===== config.mk =====
export PLATFORM = sky130hd
export DESIGN_NAME = tmds_channel_decoder
export DESIGN_NICKNAME = d
export VERILOG_FILES = /design/src/rtl/tmds_channel_decoder.sv
export SDC_FILE = /design/constraint.sdc
export NUM_CORES = 1
export LEC_CHECK = 0
export ABC_AREA = 1
export CAP_MARGIN = 20
export CORE_ASPECT_RATIO = 1.2
export CORE_MARGIN = 10
export CORE_UTILIZATION = 50
export CTS_CLUSTER_DIAMETER = 50
export DETAILED_ROUTE_END_ITERATION = 7
export HOLD_SLACK_MARGIN = 0.05
export PLACE_DENSITY_LB_ADDON = 0.12
export SLEW_MARGIN = 20
export SYNTH_ARGS = -nofsm -noshare
export SYNTH_HDL_FRONTEND = slang
export SYNTH_SLANG_ARGS = --single-unit
export TNS_END_PERCENT = 50

===== constraint.sdc =====
create_clock -name i_pix_clk -period 2 [get_ports i_pix_clk]
set_clock_uncertainty 0.05 [all_clocks]
set_input_delay 0.3 -clock i_pix_clk [delete_from_list [all_inputs] [get_ports i_pix_clk]]
set_output_delay 0.3 -clock i_pix_clk [all_outputs]
set_load 0.005 [all_outputs]

===== src/rtl/tmds_channel_decoder.sv =====
`timescale 1ns / 1ps
`default_nettype none
// tmds_channel_decoder: one TMDS receive channel with word alignment (bitslip) FSM.
// Revision 1.0 - initial release.
module tmds_channel_decoder #(
  parameter int TOKEN_RUN      = 8,
  parameter int SEARCH_TIMEOUT = 2048,
  parameter int SLIP_SETTLE    = 4,
  parameter int LOSS_TIMEOUT   = 4096
) (
  input  logic       i_pix_clk,
  input  logic       i_rst,
  input  logic [9:0] i_tmds_word,
  output logic       o_bitslip,
  output logic       o_aligned,
  output logic       o_de,
  output logic [7:0] o_data,
  output logic [1:0] o_ctrl
);

  localparam int MAX_A = (TOKEN_RUN > SEARCH_TIMEOUT) ? TOKEN_RUN : SEARCH_TIMEOUT;
  localparam int MAX_B = (SLIP_SETTLE > LOSS_TIMEOUT) ? SLIP_SETTLE : LOSS_TIMEOUT;
  localparam int MAX_P = (MAX_A > MAX_B) ? MAX_A : MAX_B;
  localparam int CNT_W = $clog2(MAX_P) + 1;

  localparam logic [CNT_W-1:0] RUN_LAST    = CNT_W'(TOKEN_RUN - 1);
  localparam logic [CNT_W-1:0] TIMER_LAST  = CNT_W'(SEARCH_TIMEOUT - 1);
  localparam logic [CNT_W-1:0] SETTLE_LAST = CNT_W'(SLIP_SETTLE - 1);
  localparam logic [CNT_W-1:0] LOSS_LAST   = CNT_W'(LOSS_TIMEOUT - 1);

  localparam logic [1:0] SEARCH    = 2'd0;
  localparam logic [1:0] SLIP_WAIT = 2'd1;
  localparam logic [1:0] LOCKED    = 2'd2;

  logic [9:0]       word_q;
  logic             is_token;
  logic [1:0]       token_ctrl;
  logic [7:0]       bits_b;
  logic [7:0]       data_dec;

  logic [1:0]       state, state_nx;
  logic [CNT_W-1:0] run_cnt, run_nx;
  logic [CNT_W-1:0] search_timer, search_nx;
  logic [CNT_W-1:0] settle_cnt, settle_nx;
  logic [CNT_W-1:0] loss_cnt, loss_nx;
  logic             slip_nx;

  function automatic logic [CNT_W-1:0] sat_inc(input logic [CNT_W-1:0] v);
    return (&v) ? v : v + CNT_W'(1);
  endfunction

  always_ff @(posedge i_pix_clk) begin
    if (i_rst) begin
      word_q <= '0;
    end else begin
      word_q <= i_tmds_word;
    end
  end

  always_comb begin
    is_token   = 1'b1;
    token_ctrl = 2'b00;
    case (word_q)
      10'b1101010100: token_ctrl = 2'b00;
      10'b0010101011: token_ctrl = 2'b01;
      10'b0101010100: token_ctrl = 2'b10;
      10'b1010101011: token_ctrl = 2'b11;
      default:        is_token   = 1'b0;
    endcase
  end

  // Undo the optional inversion, then the XOR/XNOR chain
  assign bits_b   = word_q[9] ? ~word_q[7:0] : word_q[7:0];
  assign data_dec = {bits_b[7:1] ^ bits_b[6:0] ^ {7{~word_q[8]}}, bits_b[0]};

  always_comb begin
    state_nx  = state;
    run_nx    = run_cnt;
    search_nx = search_timer;
    settle_nx = settle_cnt;
    loss_nx   = loss_cnt;
    slip_nx   = 1'b0;
    case (state)
      SEARCH: begin
        run_nx    = is_token ? sat_inc(run_cnt) : '0;
        search_nx = sat_inc(search_timer);
        // Lock is checked first so a simultaneous timeout never slips
        if (is_token && (run_cnt >= RUN_LAST)) begin
          state_nx  = LOCKED;
          run_nx    = '0;
          search_nx = '0;
          loss_nx   = '0;
        end else if (search_timer >= TIMER_LAST) begin
          state_nx  = SLIP_WAIT;
          slip_nx   = 1'b1;
          run_nx    = '0;
          search_nx = '0;
          settle_nx = '0;
        end
      end
      SLIP_WAIT: begin
        settle_nx = sat_inc(settle_cnt);
        if (settle_cnt >= SETTLE_LAST) begin
          state_nx  = SEARCH;
          settle_nx = '0;
          run_nx    = '0;
          search_nx = '0;
        end
      end
      LOCKED: begin
        loss_nx = is_token ? '0 : sat_inc(loss_cnt);
        if (!is_token && (loss_cnt >= LOSS_LAST)) begin
          state_nx  = SEARCH;
          loss_nx   = '0;
          run_nx    = '0;
          search_nx = '0;
        end
      end
      default: begin
        state_nx  = SEARCH;
        run_nx    = '0;
        search_nx = '0;
        settle_nx = '0;
        loss_nx   = '0;
      end
    endcase
  end

  always_ff @(posedge i_pix_clk) begin
    if (i_rst) begin
      state        <= SEARCH;
      run_cnt      <= '0;
      search_timer <= '0;
      settle_cnt   <= '0;
      loss_cnt     <= '0;
    end else begin
      state        <= state_nx;
      run_cnt      <= run_nx;
      search_timer <= search_nx;
      settle_cnt   <= settle_nx;
      loss_cnt     <= loss_nx;
    end
  end

  // Words are squashed on the edge where lock drops as well as while unlocked
  always_ff @(posedge i_pix_clk) begin
    if (i_rst) begin
      o_bitslip <= 1'b0;
      o_de      <= 1'b0;
      o_data    <= '0;
      o_ctrl    <= '0;
    end else begin
      o_bitslip <= slip_nx;
      if ((state == LOCKED) && (state_nx == LOCKED)) begin
        if (is_token) begin
          o_de   <= 1'b0;
          o_data <= '0;
          o_ctrl <= token_ctrl;
        end else begin
          o_de   <= 1'b1;
          o_data <= data_dec;
        end
      end else begin
        o_de   <= 1'b0;
        o_data <= '0;
        o_ctrl <= '0;
      end
    end
  end

  assign o_aligned = (state == LOCKED);

endmodule
`default_nettype wire


==> impl_metrics.csv, run 1 <==
group,metric,value,unit
run_status,status,"complete, no violations",
floorplanning,floorplan.core_area,0.007189,mm2
placed_design,pre_cts_slack,0.1120,ns
drt,routed_wire_length_per_instance,12.33,um
floorplanning,die-width,98.28,um
global_route,grt_pass1_vias,3064,
placed_design,detailedPlacementHpwl,5400,um
timing,fmax,529.1,MHz
clock_network,cts_htree_levels,3,
clock_network,clk_transition_reported_paths,0.08,ns
global_route,grt_overflow,0,
placed_design,routability_driven_placement_congestion_ratio,0.8310,
timing,finalWorstSetupSlack,0.1100,ns
yosys,synth-seq-area-share,41.39,%
yosys,ys.warnings.count,0,
global_route,grt_pass1_wl,13420,um
clock_network,cts_hold_repair.buffers,0,
yosys,avg_inst_size_synth,7.352,um2
global_route,antenna_found_initial,0,
global_route,globalRouteTotalUtil,14.17,%
clock_network,cts_tree,"yes",
timing,grt_setup_unrepaired,"false",
timing,report.final.hold_viol_count,0,
yosys,synth_fp_nets,524,
clock_network,cell_at_the_root_of_the_clock_tree,"sky130_fd_sc_hd__clkbuf_8",
clock_network,clock_sinks,76,
cells_and_area,finish.instance_area,0.004340,mm2
yosys,synth_seq_cells,76,
cells_and_area,nets,558,
global_route,grt_use_met2,24.23,%
critical_path,path_max_fanout,3,
drt,drt_iter0_drc,178,
floorplanning,die_height,113.9,um
floorplanning,design.portCount,25,
pwr,worst_vdd_rail_ir_drop,0.7691,mV
global_route,global_route.usage.met3,4.537,%
critical_path,worstPathArrival,1.54,ns
cells_and_area,area.growth.synth_to_final,18.07,%
clock_network,total_cts_buffers,9,
yosys,synth_top_area_cell,"sky130_fd_sc_hd__dfxtp_1",
drt,dr_vias,3065,
timing,final_min_period_over_clock_period,94.50,%
drt,route.detailed.drc,0,
critical_path,setup.worst_path.class,"reg2out",
global_route,grt_max_degree,32,
yosys,synthesized_area,0.003676,mm2
timing,timing.slew.headroom,75.67,%
pwr,power-per-cell-area,736.2,mW/mm2
timing,finalCriticalPeriod,1.890,ns
cells_and_area,post_route_cells_drive_above_1_share,11.34,%
yosys,synth_top_area_share,41.39,%
yosys,synthDistinctLibCells,33,
critical_path,crit_path_end_kind,"primary output",
placed_design,io_buffer_count,24,
floorplanning,placementRows,34,
cells_and_area,n_antenna_cell,0,
floorplanning,initial_utilization,51.13,%
pwr,power_leakage,1.739,nW
drt,wl,7744,um
clock_network,ctsLongestPathBuffers,2,
cells_and_area,fin_cells,628,
drt,detail_route.first_pass.iterations,5,
drt,drt.antenna.violating_nets,0,
critical_path,worstSetupStartpointType,"flip-flop",
global_route,busiest_layer,"met2",
global_route,groute.layer.met1.usage,15.97,%
drt,detail_route.vias_per_cell,4.881,
timing,pins_over_slew_limit,0,
placed_design,placed_instances,611,
yosys,netlist_top_cells_area,"sky130_fd_sc_hd__dfxtp_1 (41%), sky130_fd_sc_hd__nor2_1 (11%), sky130_fd_sc_hd__nand2_1 (10%)",
timing,final-setup-viol-count,0,
critical_path,required,1.65,ns
min_path,min_path_type,"in2reg",
timing,post_route_setup_tns,0,ns
yosys,postSynthCellCount,500,
clock_network,clk_latency,0.35,ns
job,maximum_capacitance_violations,0,
timing,max_slew.worst_pin.slew,0.3616,ns
placed_design,dpl-instance-area,0.004006,mm2
floorplanning,design.die.area,0.01120,mm2
cells_and_area,utilization,60.37,%
[through the flow]
stage                     power [mW]  hold slack (ns)
after detailed placement       1.707           0.3786
after CTS                      3.223           0.2582
final                          3.195           0.2676
after floorplan                1.659           0.3570
after global placement         1.705           0.3770
after global routing           3.292           0.2642
[logic make-up after synthesis]
group | Yosys count | share of synthesized area (%)
adders and majority gates | 12 | 4.084
and+or+nand+nor | 280 | 34.31
AOI/OAI and AO/OA | 35 | 5.378
DFF | 76 | 41.39
buffers and inverters | 72 | 8.884
xor gates and xnor gates | 25 | 5.956
[cells in the final DEF (no fill, tap or decap), types with 2 or more instances in the layout]
master and instances:
sky130_fd_sc_hd__a21oi_1 28, sky130_fd_sc_hd__a21oi_2 4, sky130_fd_sc_hd__buf_4 13, sky130_fd_sc_hd__bufinv_16 4, sky130_fd_sc_hd__clkbuf_8 9, sky130_fd_sc_hd__clkdlybuf4s50_1 23, sky130_fd_sc_hd__clkinv_4 2, sky130_fd_sc_hd__dfxtp_1 76
sky130_fd_sc_hd__ha_1 11, sky130_fd_sc_hd__inv_1 53, sky130_fd_sc_hd__inv_2 2, sky130_fd_sc_hd__inv_4 2, sky130_fd_sc_hd__nand2_1 101, sky130_fd_sc_hd__nand2_2 4, sky130_fd_sc_hd__nand2_4 3, sky130_fd_sc_hd__nand2_8 5
sky130_fd_sc_hd__nand3_1 34, sky130_fd_sc_hd__nand3_2 2, sky130_fd_sc_hd__nand4_1 11, sky130_fd_sc_hd__nor2_1 104, sky130_fd_sc_hd__nor2_2 4, sky130_fd_sc_hd__nor3_1 4, sky130_fd_sc_hd__nor4_1 2, sky130_fd_sc_hd__or2_2 2
sky130_fd_sc_hd__xnor2_1 9, sky130_fd_sc_hd__xor2_1 16
[state kept, by name, indices dropped and copies added, names as in the netlist]
register      cells
state             2
word_q           10
o_bitslip         1
o_ctrl            2
loss_cnt         13
search_timer     13
settle_cnt       13
run_cnt          13
o_de              1
o_data            8
[routing by layer]
metal,part of all wire [%],vias up
li1,-,1628
met4,2.2,0
met5,0,-
met3,3.7,17
met1,46,1373
met2,48,47
[report_power, final]
part           total [mW]  internal, mW  leakage [nW]  switching (mW)
sequential           1.54          1.53         0.615          0.0162
combinational       0.127        0.0619         0.994          0.0648
clock                1.52         0.952         0.129           0.572
total                3.20          2.54          1.74           0.653
[area by class of cell]
| cell class | instances | area [um2] |
|---|---|---|
| flip-flops and latches | 76 | 1521 |
| repair buffers | 37 | 332.8 |
| clock buffers | 9 | 123.9 |
| well taps | 90 | 112.6 |
| multi-input cells | 353 | 1893 |
| fillers | 668 | 2849 |
| inverters | 57 | 219.0 |
| clock inverters | 6 | 137.6 |
[worst max-delay path: stages, from the launching register on]
cell and delay (ns):
sky130_fd_sc_hd__dfxtp_1 0.36, sky130_fd_sc_hd__inv_1 0.05, sky130_fd_sc_hd__nor2_1 0.23, sky130_fd_sc_hd__clkdlybuf4s50_1 0.57
[cells in the mapped netlist]
master                     number
sky130_fd_sc_hd__nor2_1       104
sky130_fd_sc_hd__nand2_1      102
sky130_fd_sc_hd__dfxtp_1       76
sky130_fd_sc_hd__inv_1         53
sky130_fd_sc_hd__nand3_1       35
sky130_fd_sc_hd__a21oi_1       28
sky130_fd_sc_hd__xor2_1        16
sky130_fd_sc_hd__ha_1          12
sky130_fd_sc_hd__nand4_1       11
sky130_fd_sc_hd__xnor2_1        9
sky130_fd_sc_hd__buf_6          6
sky130_fd_sc_hd__clkbuf_1       6
sky130_fd_sc_hd__nand2_4        6
sky130_fd_sc_hd__a21oi_2        4
sky130_fd_sc_hd__nor2_2         4
sky130_fd_sc_hd__nor3_1         4
sky130_fd_sc_hd__nand2_2        3
sky130_fd_sc_hd__buf_2          2
sky130_fd_sc_hd__inv_2          2
sky130_fd_sc_hd__inv_4          2
sky130_fd_sc_hd__nor4_1         2
sky130_fd_sc_hd__or2_2          2
sky130_fd_sc_hd__a211oi_1       1
sky130_fd_sc_hd__buf_4          1
sky130_fd_sc_hd__nand2_8        1
sky130_fd_sc_hd__nand3_2        1
sky130_fd_sc_hd__nand3b_1       1
sky130_fd_sc_hd__nand3b_2       1
sky130_fd_sc_hd__nor2_4         1
sky130_fd_sc_hd__nor2_8         1
sky130_fd_sc_hd__nor3b_1        1
sky130_fd_sc_hd__o211ai_1       1
sky130_fd_sc_hd__o21bai_1       1
[path summary, 6_finish.rpt]
path                                                    start                            end  slack (ns)  depth (start not counted)
worst min-delay path                                    i_rst           word_q[1]$_SDFF_PP0_        0.27                          2
worst max-delay path                      state[1]$_SDFF_PP0_                      o_aligned        0.11                          3
worst min register to register  search_timer[11]$_SDFFE_PP0P_  search_timer[11]$_SDFFE_PP0P_        0.39                          2
worst max register to register        run_cnt[0]$_SDFFE_PP0P_            state[0]$_SDFF_PP0_        0.20                         10
[what timing repair did]
item / in CTS / in global routing
resized for setup: 0 / 8
endpoints found under the setup margin: 0 / 38
buffers inserted: 0 / 1
No activity file was read; power rests on OpenSTA's default activity.
==> run 2: changes to the inputs <==
Settings changed: HOLD_SLACK_MARGIN 0.05 to 0.12.
==> results of run 2 <==
Same layout as run 1: the final DEF is identical, and so are final timing and power.
==> run 3: changes to the inputs <==
Clock period 2 ns to 1.61 ns, I/O delays scaled along.
==> run 3 against run 2 <==
Against the previous run: the run now ends with negative setup slack left; highest routed layer unchanged; first-iteration DRC count down 22%; design area is 21% higher; sequential power up 25%; core utilization increased by 13 points; register-to-register slack got worse by 0.31 ns; total power increased by 17%; global-route usage rose by 1.4 points.
==> impl_metrics.csv, run 3 (synthesized netlist as in run 1, its figures left out) <==
group,metric,value,unit
run_status,status,"finished with violations",
run_status,failed_checks,"negative setup slack",
cells_and_area,final.fill_count,531,
cells_and_area,layout_commonest_cell,"sky130_fd_sc_hd__nor2_1",
critical_path,timing.reg2reg.setup_slack,-0.11,ns
timing,pins_over_slew_limit,0,
global_route,grt_max_degree,24,
clock_network,ctsLongestPathBuffers,2,
timing,finalWorstSetupSlack,-0.1116,ns
drt,detail_route.first_pass.iterations,4,
placed_design,routability_driven_placement_congestion_ratio,0.8818,
cells_and_area,nets,626,
timing,post_route_setup_tns,-1.273,ns
timing,fmax,580.9,MHz
pwr,power_leakage,2.197,nW
floorplanning,initial_utilization,51.13,%
timing,grt_setup_unrepaired,"true",
placed_design,detailedPlacementHpwl,5783,um
timing,worst_hold_slack,0.3296,ns
clock_network,total_cts_buffers,9,
cells_and_area,seq_area,0.001549,mm2
cells_and_area,post_route_cells_drive_above_1_share,35.26,%
timing,final-setup-viol-count,35,
timing,finalCriticalPeriod,1.722,ns
floorplanning,design.die.area,0.01120,mm2
drt,drt.antenna.violating_nets,0,
critical_path,critPathTopFamily,"simple AND/OR/NAND/NOR gates",
timing,report.final.hold_viol_count,0,
critical_path,endpoint,"run_cnt[0]$_SDFFE_PP0P_",
critical_path,critPathBufInv,3,
cells_and_area,area.growth.synth_to_final,43.36,%
clock_network,clk_transition_reported_paths,0.08,ns
critical_path,setup.worst_path.class,"reg2reg",
drt,route.detailed.drc,0,
critical_path,critical_path.cell_chain,"inv_1 > ha_1 > nand2_2 > nor2_4 > nor2_8 > inv_4 > nand2_8 > buf_4 > nand4_1 > a21oi_2",
critical_path,regToRegStartpoint,"word_q[3]$_SDFF_PP0_",
floorplanning,die-width,98.28,um
critical_path,required,1.84,ns
cells_and_area,utilization,73.30,%
floorplanning,placementRows,34,
timing,final_min_period_over_clock_period,106.9,%
clock_network,cts_htree_levels,3,
global_route,groute.layer.met1.usage,16.41,%
floorplanning,floorplan.core_area,0.007189,mm2
drt,drt_iter0_drc,139,
cells_and_area,multiInputGateArea,0.002332,mm2
job,maximum_capacitance_violations,0,
critical_path,path_max_fanout,6,
critical_path,crit_path_end_kind,"flip-flop",
drt,wl,9545,um
cells_and_area,layout.cells.most_common_list,"sky130_fd_sc_hd__nor2_1 (96), sky130_fd_sc_hd__nand2_1 (83), sky130_fd_sc_hd__buf_4 (71), sky130_fd_sc_hd__dfxtp_1 (58), sky130_fd_sc_hd__inv_1 (46)",
drt,dr_vias,3509,
critical_path,crit_path_max_incr_delay,0.36,ns
critical_path,worstSetupStartpointType,"flip-flop",
global_route,grt_pass1_vias,3326,
critical_path,critPathSlowestCell,"sky130_fd_sc_hd__dfxtp_2",
floorplanning,die_height,113.9,um
critical_path,r2r-end,"run_cnt[0]$_SDFFE_PP0P_",
critical_path,critPathLaunch,"word_q[3]$_SDFF_PP0_",
placed_design,io_buffer_count,24,
clock_network,cell_at_the_root_of_the_clock_tree,"sky130_fd_sc_hd__clkbuf_8",
clock_network,cts_tree,"yes",
global_route,grt_overflow,0,
global_route,grt_use_met2,27.44,%
critical_path,reg2regPathDepth,10,
floorplanning,design.portCount,25,
pwr,report.power.total,3.746,mW
global_route,busiest_layer,"met2",
critical_path,worstPathArrival,1.95,ns
timing,max_slew.worst_pin.slew,0.4070,ns
clock_network,clock_sinks,76,
pwr,power-per-cell-area,710.9,mW/mm2
global_route,global_route.usage.met3,3.932,%
global_route,globalRouteTotalUtil,15.56,%
clock_network,clk_latency,0.36,ns
min_path,min_delay_path_depth,3,
timing,timing.slew.headroom,72.62,%
min_path,min_path_type,"in2reg",
global_route,grt_pass1_wl,14600,um
drt,routed_wire_length_per_instance,13.69,um
pwr,worst_vdd_rail_ir_drop,0.5550,mV
global_route,antenna_found_initial,0,
cells_and_area,n_antenna_cell,0,
critical_path,worst-path-stages,10,
drt,detail_route.vias_per_cell,5.034,
-- run 3: cell count changes in the layout (fill, tap and decap cells not counted), moves of 8 or more --
cell,previous run,this run
sky130_fd_sc_hd__buf_4,13,71
sky130_fd_sc_hd__dfxtp_1,76,58
sky130_fd_sc_hd__nand2_1,101,83
sky130_fd_sc_hd__dfxtp_2,0,16
sky130_fd_sc_hd__a21oi_1,28,14
sky130_fd_sc_hd__a21oi_2,4,18
sky130_fd_sc_hd__nand2_2,4,14
sky130_fd_sc_hd__nand3_1,34,24
sky130_fd_sc_hd__nand3_2,2,12
sky130_fd_sc_hd__ha_1,11,2
sky130_fd_sc_hd__nand2_4,3,12
sky130_fd_sc_hd__nor2_1,104,96
-- run 3: layout make-up --
| type | count | area share, % |
|---|---|---|
| inverter | 57 | 4.321 |
| tap | 90 | 2.137 |
| clock inverter | 6 | 1.686 |
| sequential | 76 | 29.39 |
| timing repair buffer | 100 | 15.79 |
| multi-input combinational | 358 | 44.25 |
| clock buffer | 10 | 2.422 |
-- run 3: repair_timing --
action,in CTS,in global routing
buffers inserted,2,8
hold buffers,1,0
pin swaps,12,38
gates resized for setup,31,93
endpoints found under the hold margin,2,0
cloned,3,3
endpoints found under the setup margin,64,66
-- run 3: stage by stage --
| step | instance area, um2 | cells | worst slack (ns) |
|---|---|---|---|
| 6_report | 5270 | 697 | -0.1116 |
| 2_1_floorplan | 3695 | 500 | 0.002077 |
| 4_1_cts | 4843 | 686 | -0.03806 |
| 5_1_grt | 5270 | 697 | -0.2146 |
| 3_3_place_gp | 4423 | 664 | -0.07689 |
| 3_5_place_dp | 4423 | 664 | -0.1503 |
-- run 3: worst min-delay path by stage --
stage / startpoint / slack, ns / end
final: i_tmds_word[7] / 0.33 / word_q[7]$_SDFF_PP0_
after global routing: i_tmds_word[1] / 0.34 / word_q[1]$_SDFF_PP0_
after CTS: i_tmds_word[1] / 0.32 / word_q[1]$_SDFF_PP0_
after detailed placement: run_cnt[10]$_SDFFE_PP0P_ / 0.38 / run_cnt[10]$_SDFFE_PP0P_
after global placement: run_cnt[9]$_SDFFE_PP0P_ / 0.38 / run_cnt[9]$_SDFFE_PP0P_
after floorplan: i_tmds_word[4] / 0.29 / word_q[4]$_SDFF_PP0_
-- run 3: per-layer routing --
metal / vias up / share of wire, %
met5: - / 0
met4: 0 / 3.4
met3: 30 / 4.3
met2: 82 / 51
met1: 1625 / 42
li1: 1772 / -
-- run 3: worst reg2reg max path: cells and delay by family, from the launching register on --
family	cells	cell delay [ns]
simple gates	5	0.60
flops	1	0.36
buf+inv	3	0.27
compound gates	1	0.19
fa+ha+maj	1	0.18
-- run 3: where the power goes --
| part | switching, mW | internal [mW] | leakage (nW) |
|---|---|---|---|
| sequential | 0.0237 | 1.90 | 0.623 |
| combinational | 0.111 | 0.120 | 1.47 |
| clock | 0.720 | 0.872 | 0.102 |
| total | 0.855 | 2.89 | 2.20 |
